## src/rtl/sisr_bist_ctrl.sv

```systemverilog
// BIST sequencer around a 4-bit serial-input signature register: clears the
// SISR, compacts NBITS accepted stream bits, then compares against a golden value.
module sisr_bist_ctrl #(
  parameter int NBITS = 16
) (
  input  logic       clk,
  input  logic       rst,
  input  logic       start,
  input  logic       abort,
  input  logic [3:0] golden,
  input  logic       din,
  input  logic       din_valid,
  output logic       din_ready,
  output logic       busy,
  output logic       done,
  output logic       pass,
  output logic [3:0] sig
);

  localparam int CW = $clog2(NBITS + 1);

  typedef enum logic [1:0] {
    IDLE    = 2'd0,
    CLEAR   = 2'd1,
    SHIFT   = 2'd2,
    COMPARE = 2'd3
  } state_t;

  state_t        state;
  logic [CW-1:0] cnt;
  logic          accept;
  logic          last_bit;
  logic [3:0]    sig_next;

  assign din_ready = (state == SHIFT);
  assign busy      = (state != IDLE);

  // An abort in the same cycle as a presented bit must keep that bit out of the signature.
  assign accept   = din_ready & din_valid & ~abort;
  assign last_bit = (cnt == CW'(NBITS - 1));

  // Feedback taps: q3 folds back into q0 and q1.
  assign sig_next = {sig[2], sig[1], sig[0] ^ sig[3], din ^ sig[3]};

  always_ff @(posedge clk or posedge rst) begin
    if (rst) begin
      state <= IDLE;
      sig   <= 4'b0000;
      cnt   <= '0;
      done  <= 1'b0;
      pass  <= 1'b0;
    end else begin
      case (state)
        IDLE: begin
          if (start) begin
            state <= CLEAR;
            done  <= 1'b0;
            pass  <= 1'b0;
          end
        end

        CLEAR: begin
          if (abort) begin
            state <= IDLE;
            done  <= 1'b0;
            pass  <= 1'b0;
          end else begin
            sig   <= 4'b0000;
            cnt   <= '0;
            state <= SHIFT;
          end
        end

        SHIFT: begin
          if (abort) begin
            state <= IDLE;
            done  <= 1'b0;
            pass  <= 1'b0;
          end else if (accept) begin
            sig <= sig_next;
            cnt <= cnt + CW'(1);
            if (last_bit) begin
              state <= COMPARE;
            end
          end
        end

        COMPARE: begin
          if (abort) begin
            state <= IDLE;
            done  <= 1'b0;
            pass  <= 1'b0;
          end else begin
            pass  <= (sig == golden);
            done  <= 1'b1;
            state <= IDLE;
          end
        end

        default: begin
          state <= IDLE;
        end
      endcase
    end
  end

endmodule

```

## config.mk

```make
export PLATFORM = sky130hd
export DESIGN_NAME = sisr_bist_ctrl
export DESIGN_NICKNAME = d
export VERILOG_FILES = /design/src/rtl/sisr_bist_ctrl.sv
export SDC_FILE = /design/constraint.sdc
export NUM_CORES = 1
export LEC_CHECK = 0
export CAP_MARGIN = 10
export CORE_MARGIN = 4
export CORE_UTILIZATION = 40
export DETAILED_ROUTE_END_ITERATION = 8
export PLACE_DENSITY_LB_ADDON = 0.05
export RECOVER_POWER = 25
export SETUP_SLACK_MARGIN = 0.2
export SLEW_MARGIN = 40
export SYNTH_ARGS = -nofsm -noshare
export SYNTH_HDL_FRONTEND = slang
export SYNTH_SLANG_ARGS = --single-unit
```

## constraint.sdc

```tcl
create_clock -name clk -period 2.25 [get_ports clk]
set_input_delay 0.675 -clock clk [delete_from_list [all_inputs] [get_ports clk]]
set_output_delay 0.675 -clock clk [all_outputs]
set_load 0.01 [all_outputs]
```

==> reports/metrics.yaml <==
run_status:
  outcome: "finished clean"
synth:
  ys_ff_latch: 13
  synth_ff_type: "dfrtp_1"
  syn_avg_cell_area_sq_um: 10.03
  netlist_top_cells_area: "dfrtp_1 (40%), ha_1 (12%), nand3_1 (5.5%), xnor2_1 (3.2%), xor2_1 (3.2%)"
  syn_nets: 99
  async_reset_ff_share_pct: 100.0
  syn-instance-count: 81
  synth_edf_count: 0
  syn_area_sq_um: 812.0
  yosysTopAreaCell: "dfrtp_1"
  synth_cell_types: 30
  synth-seq-area-share_pct: 40.06
  synth_top_area_share_pct: 40.06
  yosys_warnings: 0
floorplanning:
  fp-row-count: 16
  coreArea_sq_mm: 0.001942
  die-area_sq_mm: 0.002815
  die_x_um: 53.06
  initial_utilization_pct: 41.82
  fp.dieH_um: 53.06
  io_pins: 18
grt:
  antenna_found_initial: 0
  track_usage_pct: 13.96
  grt_pass1_wl_um: 2801
  grt_max_degree: 14
  grt_pass1_vias: 630
  overflow: 0
setup_path:
  start_kind: "register"
  crit_family: "buffers and inverters"
  r2r_slack_ps: 560
  crit_slowest_cell: "clkdlybuf4s50_1"
  crit_chain: "clkdlybuf4s50_1"
  reg2reg_depth: 5
  crit_type: "register to output pin"
  r2r-end: "sig[3]"
  endpoint_kind: "output pin"
  cp_num_buf_inv: 1
  critical_path_arrival_ps: 1310
  crit_required_ps: 1570
  critical-path-max-stage-delay_ps: 580
  worstPathMaxFanout: 5
  reg2reg_from: "state[1]"
routing:
  viasPerCell: 5.015
  wl_um: 1564
  drt-wirelength-per-cell_um: 11.94
  drtAntennaViolNets: 0
  drc_errors: 0
  drtPass1Iterations: 4
  num_vias: 657
  drtIter0Drc: 7
clock_tree:
  h-tree-depth: 1
  hold_buffers: 0
  cts.sinks: 13
  path_clk_slew_ps: 80
  cts-root-buf: "clkbuf_4"
  tritoncts: "built"
  clock_latency_ps: 270
  cts_buffers: 3
  clk_path_buf_depth: 2
worst_hold_path:
  min_from: "pass"
  min_path_type: "register to register"
  min_to: "pass"
  min_path_cells: 2
pwr:
  power_frac_comb_pct: 47.4
  p_clk_share_pct: 17.9
  seqPwrFrac_pct: 34.7
  p_leak_nw: 0.4843
  p_sw_mw: 0.2893
  powerDensity_mw_per_mm2: 759.7
  switching_share_pct: 36.23
  internal_power_mw: 0.5091
  ir_drop_v: 0.0006645
sta:
  worstMarginPinSlew_ps: 466.3
  fmax_mhz: 504.1
  rsz0062_at_grt: "false"
  tns_ps: 0
  finalMaxSlewViolations: 0
  fin_skew_ps: 3.183
  final-hold-violation-count: 0
  fin_crit_sh_pct: 88.16
  period_needed_ps: 1984
  max-slew-margin-rel_pct: 68.88
  setup_viol: 0
job:
  drv_cap: 0
layout:
  final_cell_mix: "clkdlybuf4s50_1 (14), dfrtp_1 (13), nand3_1 (9)"
  final_common_cell: "clkdlybuf4s50_1"
  fin_nets: 123
  drive_gt1_share_pct: 10.58
  area_growth_pct: 29.43
  antenna_cells: 0
  design_area_sq_mm: 0.001051
  finish.utilization_pct: 54.12
placed_design:
  routabilityCongestion: 0.8405
  placedInstanceArea_sq_mm: 0.001012
  hpwl_um: 1219
  port-buffer-count: 17
-- synthesized netlist by cell type, drive strengths merged (2+ instances only) --
cell,n
dfrtp,13
nand3,9
ha,8
o21ai,8
inv,6
nand2,3
nand3b,3
xnor2,3
xor2,3
a22o,2
and3,2
buf,2
nand2b,2
nor2b,2
-- cells by family after synthesis --
kind of cell	Yosys count	share of synthesized area [%]
XOR/XNOR	6	6.473
buffers and inverters	9	6.008
multiplexers	1	1.233
flip-flops	13	40.06
AND/OR/NAND/NOR	27	19.72
AO/OA/AOI/OAI	17	14.18
adder cells (fa/ha/maj)	8	12.33
-- metal layers --
metal / GRT usage [%] / share of wire [%] / vias to the layer above
li1: - / - / 333
met1: 18.47 / 48 / 302
met2: 19.42 / 43 / 18
met3: 4.507 / 7.1 / 4
met4: 8.511 / 2.2 / 0
met5: 0 / 0 / -
-- layout make-up --
type | count | area (sq um)
repair buffers | 22 | 205.2
clock buffers | 4 | 26.28
fillers | 188 | 890.9
multi-input cells | 59 | 437.9
well taps | 27 | 33.78
inverters | 6 | 22.52
flip-flops and latches | 13 | 325.3
-- power by group through the flow --
stage	Sequential, mW	Clock, mW	Combinational (mW)
6_report	0.277	0.143	0.379
5_1_grt	0.282	0.160	0.424
4_1_cts	0.276	0.148	0.378
3_5_place_dp	0.292	0	0.354
3_3_place_gp	0.290	0	0.349
2_1_floorplan	0.290	0	0.249
-- repair_timing --
item | in CTS | in global routing
buffers inserted | 2 | 0
endpoints found under the setup margin | 2 | 0
resized for setup | 2 | 0
-- how the worst max path moves through the flow --
stage                start  endpoint  slack (ps)  cells after the start
floorplan            abort    sig[3]         510                      5
global placement     abort    sig[2]         130                      4
detailed placement   abort    sig[2]          90                      4
CTS                 sig[3]    sig[3]         250                      1
global route        sig[3]    sig[3]         210                      1
finish              sig[3]    sig[3]         270                      1
-- worst reg2reg max path, delay by kind of cell, from the launching register on --
family | cells | cell delay, ps
simple gates | 2 | 670
flops | 1 | 380
fa+ha+maj | 1 | 200
compound gates | 1 | 180
buf+inv | 1 | 140
-- flip-flops by register name, indices dropped and copies added, names as in the netlist --
register  count
cnt           5
done          1
pass          1
sig           4
state         2
-- through the flow --
step / worst slack (ps) / hold slack, ps / cells / total power [mW]
after detailed placement: 88.10 / 499.8 / 125 / 0.6457
after global placement: 126.3 / 489.5 / 125 / 0.6389
after CTS: 247.1 / 518.7 / 131 / 0.8016
final: 266.4 / 512.0 / 131 / 0.7984
after floorplan: 514.5 / 474.6 / 81 / 0.5387
after global routing: 213.8 / 568.7 / 131 / 0.8667
Note: power is estimated with default switching activity, not from simulation.
